[src/rtl/mdio_phy_mgmt_ctrl.sv]
// -----------------------------------------------------------------------------
// mdio_phy_mgmt_ctrl
//
// Management controller for the board's GMII PHY. After reset it holds the
// PHY hard reset (gmii_rstn) low for RST_HOLD clocks, then accepts register
// access requests and runs one IEEE 802.3 Clause-22 MDIO frame per request.
// MDC is generated from sys0_clk; MDD is driven/released through an external
// IOBUF (mdio_mdd_o / mdio_mdd_oe / mdio_mdd_i).
//
// Ports
//   sys0_clk, sys0_rst       clock, asynchronous active-high reset
//   req_valid/req_ready      request handshake (accept on valid && ready)
//   req_write                1 = write, 0 = read
//   req_phyad, req_regad     5-bit PHY and register address
//   req_wdata                16-bit write data (ignored on reads)
//   rsp_valid                one-cycle pulse when a frame completes
//   rsp_rdata, rsp_err       read data / turnaround error, held until next rsp
//   busy                     controller not idle
//   gmii_rstn                PHY hard reset, active low
//   mdio_mdc                 MDC
//   mdio_mdd_o, mdio_mdd_oe  MDD drive value and enable (0 = released)
//   mdio_mdd_i               MDD sampled input
// -----------------------------------------------------------------------------
module mdio_phy_mgmt_ctrl #(
    parameter int CLK_DIV  = 25,
    parameter int RST_HOLD = 1250000
) (
    input  logic        sys0_clk,
    input  logic        sys0_rst,
    input  logic        req_valid,
    output logic        req_ready,
    input  logic        req_write,
    input  logic [4:0]  req_phyad,
    input  logic [4:0]  req_regad,
    input  logic [15:0] req_wdata,
    output logic        rsp_valid,
    output logic [15:0] rsp_rdata,
    output logic        rsp_err,
    output logic        busy,
    output logic        gmii_rstn,
    output logic        mdio_mdc,
    output logic        mdio_mdd_o,
    output logic        mdio_mdd_oe,
    input  logic        mdio_mdd_i
);

    localparam int DW = (CLK_DIV  > 1) ? $clog2(CLK_DIV)  : 1;
    localparam int RW = (RST_HOLD > 1) ? $clog2(RST_HOLD) : 1;
    localparam logic [DW-1:0] DIV_LAST = DW'(CLK_DIV - 1);
    localparam logic [RW-1:0] RST_LAST = RW'(RST_HOLD - 1);

    typedef enum logic [1:0] {
        S_RST_HOLD,
        S_IDLE,
        S_FRAME,
        S_DONE
    } state_t;

    state_t        state_q;
    logic [RW-1:0] rst_cnt_q;
    logic [DW-1:0] div_q;
    logic          hi_q;        // 0 = MDC low half of the bit, 1 = high half
    logic [5:0]    bit_q;       // bit index within the 64-bit frame
    logic [63:0]   frame_q;     // remaining bits still to be driven, MSB next
    logic          wr_q;
    logic [15:0]   rdata_sh_q;
    logic          ta_err_q;
    logic          gmii_rstn_q;
    logic          mdc_q;
    logic          mdd_o_q;
    logic          mdd_oe_q;
    logic          ready_q;
    logic          rsp_valid_q;
    logic [15:0]   rsp_rdata_q;
    logic          rsp_err_q;
    logic          busy_q;

    logic [63:0]   frame_load_d;
    logic [5:0]    bit_nxt_d;
    logic          oe_nxt_d;

    // Full frame image for the incoming request. On reads the TA and data
    // positions are filled with ones so mdd_o idles high while released.
    always_comb begin
        frame_load_d = {32'hFFFF_FFFF, 2'b01,
                        req_write ? 2'b01 : 2'b10,
                        req_phyad, req_regad,
                        req_write ? 2'b10 : 2'b11,
                        req_write ? req_wdata : 16'hFFFF};
        bit_nxt_d    = bit_q + 6'd1;
        // Reads release the line from the first TA bit (bit 46) onward.
        oe_nxt_d     = wr_q || (bit_nxt_d < 6'd46);
    end

    always_ff @(posedge sys0_clk or posedge sys0_rst) begin
        if (sys0_rst) begin
            state_q     <= S_RST_HOLD;
            rst_cnt_q   <= '0;
            div_q       <= '0;
            hi_q        <= 1'b0;
            bit_q       <= '0;
            frame_q     <= '0;
            wr_q        <= 1'b0;
            rdata_sh_q  <= '0;
            ta_err_q    <= 1'b0;
            gmii_rstn_q <= 1'b0;
            mdc_q       <= 1'b0;
            mdd_o_q     <= 1'b1;
            mdd_oe_q    <= 1'b0;
            ready_q     <= 1'b0;
            rsp_valid_q <= 1'b0;
            rsp_rdata_q <= '0;
            rsp_err_q   <= 1'b0;
            busy_q      <= 1'b1;
        end else begin
            rsp_valid_q <= 1'b0;
            unique case (state_q)
                S_RST_HOLD: begin
                    if (rst_cnt_q == RST_LAST) begin
                        gmii_rstn_q <= 1'b1;
                        busy_q      <= 1'b0;
                        state_q     <= S_IDLE;
                    end else begin
                        rst_cnt_q <= rst_cnt_q + 1'b1;
                    end
                end

                S_IDLE: begin
                    mdc_q <= 1'b0;
                    if (req_valid && ready_q) begin
                        // First bit is presented in the first FRAME cycle.
                        ready_q    <= 1'b0;
                        busy_q     <= 1'b1;
                        wr_q       <= req_write;
                        mdd_o_q    <= frame_load_d[63];
                        mdd_oe_q   <= 1'b1;
                        frame_q    <= {frame_load_d[62:0], 1'b0};
                        div_q      <= '0;
                        hi_q       <= 1'b0;
                        bit_q      <= '0;
                        rdata_sh_q <= '0;
                        ta_err_q   <= 1'b0;
                        state_q    <= S_FRAME;
                    end else begin
                        ready_q  <= 1'b1;
                        mdd_oe_q <= 1'b0;
                    end
                end

                S_FRAME: begin
                    if (div_q != DIV_LAST) begin
                        div_q <= div_q + 1'b1;
                    end else begin
                        div_q <= '0;
                        if (!hi_q) begin
                            // MDC rising: capture the line for this bit.
                            hi_q  <= 1'b1;
                            mdc_q <= 1'b1;
                            if (bit_q == 6'd47 && !wr_q && mdio_mdd_i)
                                ta_err_q <= 1'b1;
                            if (bit_q >= 6'd48)
                                rdata_sh_q <= {rdata_sh_q[14:0], mdio_mdd_i};
                        end else begin
                            hi_q  <= 1'b0;
                            mdc_q <= 1'b0;
                            if (bit_q == 6'd63) begin
                                mdd_oe_q    <= 1'b0;
                                mdd_o_q     <= 1'b1;
                                rsp_valid_q <= 1'b1;
                                rsp_rdata_q <= wr_q ? 16'h0000 : rdata_sh_q;
                                rsp_err_q   <= !wr_q && ta_err_q;
                                state_q     <= S_DONE;
                            end else begin
                                bit_q    <= bit_nxt_d;
                                mdd_o_q  <= frame_q[63];
                                mdd_oe_q <= oe_nxt_d;
                                frame_q  <= {frame_q[62:0], 1'b0};
                            end
                        end
                    end
                end

                S_DONE: begin
                    ready_q <= 1'b1;
                    busy_q  <= 1'b0;
                    state_q <= S_IDLE;
                end

                default: state_q <= S_IDLE;
            endcase
        end
    end

    assign req_ready   = ready_q;
    assign rsp_valid   = rsp_valid_q;
    assign rsp_rdata   = rsp_rdata_q;
    assign rsp_err     = rsp_err_q;
    assign busy        = busy_q;
    assign gmii_rstn   = gmii_rstn_q;
    assign mdio_mdc    = mdc_q;
    assign mdio_mdd_o  = mdd_o_q;
    assign mdio_mdd_oe = mdd_oe_q;

endmodule

[config.mk]
export PLATFORM = sky130hd
export DESIGN_NAME = mdio_phy_mgmt_ctrl
export DESIGN_NICKNAME = d
export VERILOG_FILES = /design/src/rtl/mdio_phy_mgmt_ctrl.sv
export SDC_FILE = /design/constraint.sdc
export NUM_CORES = 1
export LEC_CHECK = 0
export CORE_ASPECT_RATIO = 1.2
export CORE_UTILIZATION = 55
export CTS_BUF_LIST = sky130_fd_sc_hd__clkbuf_16
export DETAILED_ROUTE_END_ITERATION = 6
export GPL_TIMING_DRIVEN = 1
export PLACE_DENSITY = 0.77
export SLEW_MARGIN = 25
export SYNTH_ARGS = -nofsm -noshare
export SYNTH_HDL_FRONTEND = slang
export SYNTH_SLANG_ARGS = --single-unit
export TNS_END_PERCENT = 50
[constraint.sdc]
create_clock -name sys0_clk -period 4.61 [get_ports sys0_clk]
set_input_delay 0.461 -clock sys0_clk [delete_from_list [all_inputs] [get_ports sys0_clk]]
set_output_delay 0.461 -clock sys0_clk [all_outputs]
set_load 0.05 [all_outputs]
==> impl_results.md, run 1 <==
- Vias in the first global route: between 4000 and 5000
- Synthesis-to-finish area growth: 20.1%
- Post-CTS setup buffers: 0
- Sequential share of power: between 30 and 40%
- Sw Ratio: 33.1%
- Critical setup path kind: register to register
- Vias after detailed routing: ~4400
- Sequential element share of the synthesized area: roughly 57%
- Initial Utilization: between 50% and 60%
- Crit path setup slack, layout: roughly 2.0 ns
- GRT overflow: 0
- Root Driver: clkbuf_16
- I/O Pins: 55
- Leak: roughly 0.0030 uW
- Req. time, crit path: about 5 ns
- GPL Wtd Cong: between 0.7 and 0.8
- Routed vias/inst: 5.82
- Final Hold Fails: 0
- Cell Count, Final, Fillers Out: 762
- GRT Resource Usage Total: a little over a fifth
- Initial antenna violation count: 0
- Inserted Diodes: 0
- Crit path time final: 2.65 ns
- Number of synthesized flops with an enable pin: 0
- Final period util: ~57%
- DP Wirelength: roughly 7.3 mm
- Worst Hold Class: register to register
- DRT Pass-1 Iters: 7
- Clock transition at path regs: around 0.06 ns
- Worst slack, placed: about 1.9 ns
- Gates resized, CTS repair: 0
- Final setup vio count: 0
- Highest net fanout along the worst path: 46
- Drc violations: 7
- Top post-synthesis cells by area: dfrtp_1, o21ai_0, o22a_1, nand2_1, o31ai_1
- Failing checks: design-rule violations
- Setup TNS: 0 ns
- Syn Nets: around 620
- Unrepaired setup endpoints after global routing: false
- Core Region: roughly 11000 um^2
- Post-synthesis register bit count: 140
- RR Startpoint: state_q[0]$_DFFE_PP0P_
- Post-CTS Hold Fix Bufs: 0
- Top cell type's share of synthesized area: between 50% and 60%
- Distinct cells, synth: 56
- Final Skew: around 0.0087 ns
- Layout cell share with drive strength beyond 1: roughly 7.6%
- CTS buffer count: 17
- Routed Antenna Nets: 0
- Post-Syn Area: about 6000 um^2
- TritonCTS clock tree: built
- Status: complete, but fails checks
- Max VDD drop: about 410 uV
- Syn Inst Count: ~580
- Iteration-0 DRC Markers: slightly above 300
- Ys Warns: 0
- DR WL/cell: approximately 15 um
- Clock latency at the later pin of the worst-skew pair: approximately 0.4 ns
- Placed insts: 730
- Post-synth top flop: dfrtp_1
- Worst path arrival time: between 2 and 3 ns
- FMAX: between 300 and 400 MHz
- Final Hold Slack: roughly 0.46 ns
- Sw Pwr: 1410 uW
- Type of origin of the critical path: register
- Async SR Flop Fraction: 100%
- H-tree depth: 4
- Synthesized area per cell: between 10 and 15 um^2
- Critical path origin: state_q[0]$_DFFE_PP0P_
- First-pass GRT wire length: 20.3 mm
- Die area: between 10000 and 15000 um^2
- Num rows: 41
- Die Y: between 100 and 150 um
- Longest Clk Path Bufs: 2
- Crit end category: register
- Max-cap violations: 0
- Die width: approximately 98 um
- Logic pwr share: 27.4%
- Final-stage net count: between 600 and 700
- Measured slew at the worst slew-check pin: just over 0.7 ns
- # port buffers: 54
- Largest area contributor in the netlist: dfrtp_1
- CTS Sinks: 140
- Maximum number of pins on one net before global-route repair: approximately 140
- Routed WL: 11.6 mm
- Fillers: roughly 830
- Hold Startpoint: rst_cnt_q[20]$_DFFE_PP0P_
- Final number of max-transition violations: 0
- Power per Cell Area: approximately 580 nW/um^2
- P_int: ~2900 uW
- Relative slew slack: roughly 52%
- Clock power frac: 35.0%
## logic make-up (layout without fill, tap and decap cells)
logic type / Yosys count / in the layout / synth area share [%]
AO/OA/AOI/OAI: 167 / 167 / 18.4
AND/OR/NAND/NOR: 160 / 160 / 12.5
flip-flops: 140 / 140 / 57.2
buffers and inverters: 71 / 125 / 5.17
XOR/XNOR: 20 / 20 / 2.86
multiplexers: 12 / 12 / 1.98
adder cells (fa/ha/maj): 9 / 9 / 1.84
## state kept, by name (all words and copies together) (netlist names), 2 cells and up
register    cells
bit_q           6
div_q           5
frame_q        63
rdata_sh_q     16
rsp_rdata      16
rst_cnt_q      21
state_q         2
## cells in the final DEF, fill, tap and decap left out, types with 3 or more instances in the layout
cell type	netlist	routed
nand2b_1	5	5
clkdlybuf4s50_1	0	54
nor3_1	6	6
buf_4	2	6
ha_1	9	8
xnor2_1	10	10
clkbuf_16	0	17
o21ai_0	60	60
o22a_1	32	32
bufinv_16	0	6
dfrtp_1	138	138
inv_1	31	30
clkinv_1	1	5
o21ai_1	7	7
nand3_1	26	26
and2_1	5	5
o31ai_1	22	22
mux2i_1	11	11
clkinv_2	0	3
nand4b_1	3	3
nand2_1	73	73
nor4_1	4	4
a21oi_1	7	7
and3_1	5	5
xor2_1	10	10
nand4_1	7	7
nor2_1	13	13
o22ai_1	17	17
## critical path, cell delays in order, from the launching register on
cell and delay (ns):
dfrtp_1 0.41, inv_1 0.12, ha_2 0.17, buf_4 0.44
clkinv_1 0.19, or3_2 0.83, o22a_1 0.34
## routing by layer
layer | GRT usage, % | vias to the layer above | wire (um)
li1 | - | 2146 | -
met1 | 28.1 | 2167 | 5220
met2 | 36.7 | 102 | 5870
met3 | 4.51 | 19 | 384
met4 | 8.02 | 0 | 162
met5 | 0 | - | 0
## stage by stage
stage | utilization (%) | cell area, um^2 | total power [uW]
global placement | 62.8 | 6700 | 2730
finish | 68.9 | 7350 | 4270
floorplan | - | 6130 | 2520
detailed placement | 62.8 | 6700 | 2790
global route | 68.9 | 7350 | 4540
CTS | 68.9 | 7350 | 4300
## final timing paths
path	to	slack [ns]	depth (start not counted)
setup / recovery	frame_q[50]$_DFFE_PP0P_	1.96	6
setup reg to reg	frame_q[50]$_DFFE_PP0P_	1.96	6
max in group asynchronous	rsp_valid$_DFF_PP0_	3.49	3
hold reg to reg	rst_cnt_q[20]$_DFFE_PP0P_	0.46	1
hold / removal	rst_cnt_q[20]$_DFFE_PP0P_	0.46	1
min in group asynchronous	frame_q[53]$_DFFE_PP0P_	0.58	3
## power by group through the flow
stage                     Clock, uW  Sequential [uW]  Combinational, uW
final                          1490             1610               1170
after global routing           1570             1630               1340
after CTS                      1510             1610               1180
after detailed placement          0             1620               1160
after global placement            0             1610               1120
after floorplan                   0             1600                918
## layout make-up
class                   count  area (um^2)  area share [%]
flip-flops and latches    140         3510            47.7
clock inverters            15          226            3.08
multi-input cells         368         2310            31.4
clock buffers              17          425            5.78
well taps                 129          161            2.19
repair buffers             61          606            8.23
inverters                  32          123            1.67
## cell usage after synthesis, types with 4 or more instances
cell type,instances
a21oi_1,7
and2_1,5
and3_1,5
buf_2,16
clkbuf_1,16
dfrtp_1,138
ha_1,9
inv_1,31
mux2i_1,11
nand2_1,73
nand2b_1,5
nand3_1,26
nand4_1,7
nor2_1,13
nor3_1,6
nor4_1,4
o21ai_0,60
o21ai_1,7
o22a_1,32
o22ai_1,17
o31ai_1,22
xnor2_1,10
xor2_1,10
Power figures use the tool's default switching activity.
==> run 2, diff against run 1 <==
==> constraint.sdc (replaced) <==
create_clock -name sys0_clk -period 2.5 [get_ports sys0_clk]
set_input_delay 0.25 -clock sys0_clk [delete_from_list [all_inputs] [get_ports sys0_clk]]
set_output_delay 0.25 -clock sys0_clk [all_outputs]
set_load 0.05 [all_outputs]
==> impl_results.md, run 2 (synthesis results as in run 1) <==
- CTS buffer count: 17 (unchanged)
- Worst path arrival time: 2.48 ns (-0.45 ns)
- Final period util: 87.5% (+30 points)
- Vias after detailed routing: 4487 (+1.2%)
- Clock latency at the later pin of the worst-skew pair: 0.41 ns (about the same)
- Max reg flops: 63 (unchanged)
- Sw Pwr: 2680 uW (+90%)
- Reg-to-Reg End: frame_q[51]$_DFFE_PP0P_
- Gates resized, CTS repair: 0 (unchanged)
- Routed vias/inst: 5.85 (+0.54%)
- Crit end category: register
- H-tree depth: 4 (unchanged)
- Num rows: 41 (unchanged)
- Type of origin of the critical path: register
- Max-cap violations: 0 (unchanged)
- Highest-count cells in the layout ignoring fill and taps: dfrtp_1, nand2_1, o21ai_0
- Crit path time final: 2.19 ns (-0.461 ns)
- Post-CTS setup buffers: 0 (unchanged)
- Iteration-0 DRC Markers: 310 (+1.6%)
- Leak: 0.00299 uW (about the same)
- Final Skew: 0.00665 ns (-0.00205 ns)
- CTS Sinks: 140 (unchanged)
- DP Wirelength: 7.68 mm (+4.7%)
- Root Driver: clkbuf_16
- Drc violations: 5 (-2)
- Logic pwr share: 29.3% (+1.9 points)
- Most flops, register: frame_q
- Critical path origin: div_q[0]$_DFFE_PP0P_
- Synthesis-to-finish area growth: 20.3%
- Initial antenna violation count: 0 (unchanged)
- Core Region: 10700 um^2 (unchanged)
- Initial Utilization: 57.4% (unchanged)
- Final number of max-transition violations: 0 (unchanged)
- Sw Ratio: 34.3% (+1.2 points)
- RR Startpoint: div_q[0]$_DFFE_PP0P_
- Req. time, crit path: 2.79 ns (-2.11 ns)
- Routed Antenna Nets: 0 (unchanged)
- Longest Clk Path Bufs: 2 (unchanged)
- DRT Pass-1 Iters: 7 (unchanged)
- R2r setup slk: 0.31 ns (-1.65 ns)
- Inserted Diodes: 0 (unchanged)
- Sequential share of power: 38.1% (+0.5 points)
- GRT overflow: 0 (unchanged)
- Final setup vio count: 0 (unchanged)
- Die Y: 118 um (unchanged)
- Max VDD drop: 758 uV (+85%)
- Setup TNS: 0 ns (unchanged)
- TritonCTS clock tree: built
- Vias in the first global route: 4449 (+1.7%)
- Relative slew slack: 52.6% (+0.41 points)
- Routed WL: 12.0 mm (+2.9%)
- Clock power frac: 32.6% (-2.4 points)
- Top Registers: frame_q: 63 flops, rst_cnt_q: 21 flops
- DR WL/cell: 15.6 um (+2.3%)
- Unrepaired setup endpoints after global routing: false
- Post-CTS Hold Fix Bufs: 0 (unchanged)
- Die width: 98.3 um (unchanged)
- Overall power: 7810 uW (+83%)
- Final Hold Fails: 0 (unchanged)
- Highest net fanout along the worst path: 38 (-17%)
- Maximum number of pins on one net before global-route repair: 74 (-48%)
- Critical setup path kind: register to register
- # port buffers: 54 (unchanged)
- Failing checks: design-rule violations
- I/O Pins: 55 (unchanged)
- Power per Cell Area: 1060 nW/um^2 (+83%)
- Layout cell share with drive strength beyond 1: 7.99% (+0.41 points)
- Worst Hold Class: input port to async pin
- P_int: 5130 uW (+80%)
- Final-stage net count: 665 (+0.76%)
- Die area: 11600 um^2 (unchanged)
- Commonest non-fill, non-tap cell in the layout: dfrtp_1
- Worst Setup EP: frame_q[51]$_DFFE_PP0P_
- Clock transition at path regs: 0.05 ns (about the same)
- GPL Wtd Cong: 0.806 (+4.6%)
- GRT Resource Usage Total: 22.6% (+0.72 points)
- Worst R2R Path Depth: 7 (+1)
- FMAX: 457 MHz (+21%)
- Status: complete, but fails checks
- First-pass GRT wire length: 20.9 mm (+3.1%)
- Measured slew at the worst slew-check pin: 0.711 ns (-0.00622 ns)
==> run 2: power groups by stage <==
stage	sequential (uW)	clock, uW	combinational, uW
6_report	2980	2550	2290
4_1_cts	2970	2590	2290
5_1_grt	3020	2700	2580
3_3_place_gp	2970	0	2150
3_5_place_dp	3000	0	2250
2_1_floorplan	2950	0	1690
==> run 2: per-layer routing <==
layer | share of wire, % | track usage, % | vias to the layer above
met5 | 0 | 0 | -
met4 | 1.5 | 7.84 | 0
met3 | 4.2 | 5.52 | 15
met2 | 50 | 37.6 | 127
met1 | 44 | 28.9 | 2179
li1 | - | - | 2166
==> run 2: worst min-delay path by stage <==
stage / from / slack [ns] / cells past startpoint / end
after global routing: sys0_rst / 0.19 / 2 / rst_cnt_q[9]$_DFFE_PP0P_
after CTS: sys0_rst / 0.15 / 2 / rst_cnt_q[9]$_DFFE_PP0P_
after detailed placement: rst_cnt_q[20]$_DFFE_PP0P_ / 0.46 / 1 / rst_cnt_q[20]$_DFFE_PP0P_
final: sys0_rst / 0.16 / 2 / rst_cnt_q[9]$_DFFE_PP0P_
after global placement: rst_cnt_q[20]$_DFFE_PP0P_ / 0.45 / 1 / rst_cnt_q[20]$_DFFE_PP0P_
after floorplan: mdio_mdd_i / 0.40 / 2 / rdata_sh_q[0]$_DFFE_PP0P_
==> run 2: final cells by class <==
cell class / instances / area [um^2]
clock inverters: 15 / 180
well taps: 129 / 161
fillers: 799 / 3300
repair buffers: 66 / 668
multi-input cells: 368 / 2310
clock buffers: 17 / 425
flip-flops and latches: 140 / 3510
inverters: 32 / 124
==> run 2: stage by stage <==
stage,hold slack (ns),setup WS (ns),instances,util (%),area [um^2]
2_1_floorplan,0.397,0.455,579,-,6130
3_3_place_gp,0.454,0.401,735,63.4,6770
3_5_place_dp,0.457,0.356,735,63.4,6770
4_1_cts,0.154,0.336,767,69.1,7370
5_1_grt,0.185,0.145,767,69.1,7370
6_report,0.160,0.314,767,69.1,7370
==> run 2: critical path: stages, from the launching register on <==
cell	delay, ns
dfrtp_1	0.42
inv_1	0.08
ha_1	0.19
and4b_1	0.38
o211ai_4	0.17
or3_1	0.33
buf_4	0.25
o22a_1	0.24
==> edit: new RTL, config.mk and constraints of run 1 <==
The parameter `RST_HOLD` goes from 1250000 to 312500.
--- a/src/rtl/mdio_phy_mgmt_ctrl.sv
+++ b/src/rtl/mdio_phy_mgmt_ctrl.sv
@@ -23,7 +23,7 @@
 // -----------------------------------------------------------------------------
 module mdio_phy_mgmt_ctrl #(
     parameter int CLK_DIV  = 25,
-    parameter int RST_HOLD = 1250000
+    parameter int RST_HOLD = 312500
 ) (
     input  logic        sys0_clk,
     input  logic        sys0_rst,
Check against the original RTL: no difference found for any inputs over 10 cycles, from zero or initial values and one cycle with sys0_rst high; that may be too few to reach the edited logic, so the function may still have changed.
==> edit against run 1 <==
Cell area is 2.3% lower. Critical path depth is 3 higher. Clock power is 11% lower. Combinational power is 6% higher. Total power is 3.1% lower. The run still ends with DRC left. Setup slack worse by 0.36 ns. Sequential cell count is 2 lower. Highest routed layer unchanged. Sequential share of layout area is 0.42 points higher. Area after synthesis is 1.5% lower. Routed wire length is 5.1% lower. Largest cell class unchanged. Utilization is 1.2 points lower.
==> edit: results (changes against run 1) <==
Placement
  • HPWL after DPL: 7050 µm (was 7330 µm)
  • IO buf count: 54 (unchanged)
  • Gp weighted congestion: 0.816 (was 0.771)
  • Placed Area: 6600 µm² (was 6700 µm²)

Worst setup path
  • Critical path startpoint: state_q[0] (unchanged)
  • R2R depth: 9 (was 6)
  • Worst Setup EP: rdata_sh_q[12] (was frame_q[50])
  • Worst R2R Setup Slack: 1.60 ns (was 1.96 ns)
  • Worst EP arrival: 3.28 ns (was 2.93 ns)
  • Worst-path maximum fanout: 32 (was 46)

GRT
  • Total GRT Usage: 20.9% (was 21.9%)
  • First-pass GRT wire length: 18700 µm (was 20300 µm)
  • Vias in the first global route: 4017 (was 4375)
  • Largest net degree at the start of global routing: 75 (was 141)

Status
  • Failing checks: DRC (unchanged)
  • Status: complete, but fails checks (unchanged)

Clock network
  • Maximum clock insertion buffer count: 2 (unchanged)
  • Postcts setup bufs: 0 (unchanged)
  • Clock Latency Late Sink: 0.41 ns (about the same)

Yosys
  • Register area share after synthesis: 57.3% (was 57.2%)
  • Synth cell count leaders: 136 x dfrtp_1, 102 x nand2_1, 50 x o21ai_0 (was 138 x dfrtp_1, 73 x nand2_1, 60 x o21ai_0)
  • Synth area leader: dfrtp_1 (unchanged)
  • Syn nets: 603 (was 619)
  • Largest cells by area after synthesis: dfrtp_1 56%, nand2_1 6.3%, o22a_1 4.6% (was dfrtp_1 56%, o21ai_0 4.9%, o22a_1 4.6%)
  • Synth unique cells: 47 (was 56)

Routing
  • DR WL/cell: 14.7 µm (was 15.3 µm)
  • Routed vias: 4211 (was 4434)
  • Initial drt markers: 195 (was 305)
  • Post-route DRC: 8 (was 7)

Power and ir drop
  • P_leak: 2.96 nW (was 2.99 nW)
  • Peak VDD IR: 0.460 mV (was 0.410 mV)
  • Sw frac: 34.1% (was 33.1%)

Finish
  • Top Registers: frame_q (63), rst_cnt_q (19) (was frame_q (63), rst_cnt_q (21))
  • Share of cells above drive strength 1: 10.6% (was 7.58%)
  • Nets: 649 (was 660)

Hold path
  • Hold Crit Class: reg2reg (unchanged)

Timing
  • Worst rel slew slack: 43.3% (was 52.2%)
  • Clock Skew: 0.00882 ns (was 0.00870 ns)
[edit: cell count changes after synthesis, sizes merged, moves of 10 or more]
cell,before,now
inv,31,13
o21ai,67,79
nand3,26,14
nand2,74,102
nand2b,5,19
buf,23,13
o31ai,22,3
[edit: worst min-delay path by stage]
stage | from | end | slack, ns | depth (start not counted)
floorplan | rst_cnt_q[18] | rst_cnt_q[18] | 0.44 | 1
global placement | gmii_rstn | gmii_rstn | 0.45 | 1
detailed placement | gmii_rstn | gmii_rstn | 0.45 | 1
CTS | gmii_rstn | gmii_rstn | 0.46 | 1
global route | gmii_rstn | gmii_rstn | 0.47 | 1
finish | gmii_rstn | gmii_rstn | 0.46 | 1
[edit: power by group through the flow]
stage | logic [W] | clock network, W | registers [W]
4_1_cts | 0.00126 | 0.00135 | 0.00156
2_1_floorplan | 0.00115 | 0 | 0.00157
3_5_place_dp | 0.00126 | 0 | 0.00158
6_report | 0.00124 | 0.00133 | 0.00156
5_1_grt | 0.00139 | 0.00141 | 0.00159
3_3_place_gp | 0.00121 | 0 | 0.00157
[edit: worst max-delay path, cell delays in order (launching register included)]
cell	delay, ns
dfrtp_1	0.42
inv_1	0.12
ha_1	0.54
buf_4	0.43
inv_1	0.40
o21a_1	0.37
o21bai_1	0.18
buf_4	0.24
nand2_1	0.09
o21ai_0	0.08
[edit: cell families after synthesis]
logic type               Yosys count  share of synthesized area (%)
multiplexers                      14                           2.36
flip-flops                       138                           57.3
adder cells (fa/ha/maj)            9                           1.87
buffers and inverters             45                           3.98
XOR/XNOR                          19                           2.76
AND/OR/NAND/NOR                  182                           14.0
AO/OA/AOI/OAI                    156                           17.7
[edit: final cells by class]
type / instances / area (µm²)
clock buffer: 17 / 425
clock inverter: 15 / 159
fill: 788 / 3430
inverter: 13 / 51.3
multi-input combinational: 380 / 2340
sequential: 138 / 3460
tap: 129 / 161
timing repair buffer: 59 / 591
[edit: routing by layer]
metal	routed length, µm	share of wire (%)	track usage [%]	vias to the layer above
met5	0	0	0	-
met4	147	1.3	7.88	0
met3	355	3.2	5.09	14
met2	5620	51	36.1	77
met1	4920	45	25.7	2050
li1	-	-	-	2070
[edit: stage by stage]
| step | hold slack [ns] | std cells | total power (W) | setup WS, ns |
|---|---|---|---|---|
| CTS | 0.462 | 751 | 0.00417 | 1.58 |
| detailed placement | 0.447 | 719 | 0.00283 | 1.64 |
| global route | 0.473 | 751 | 0.00438 | 1.35 |
| global placement | 0.446 | 719 | 0.00278 | 1.72 |
| floorplan | 0.442 | 563 | 0.00271 | 0.456 |
| finish | 0.463 | 751 | 0.00414 | 1.60 |
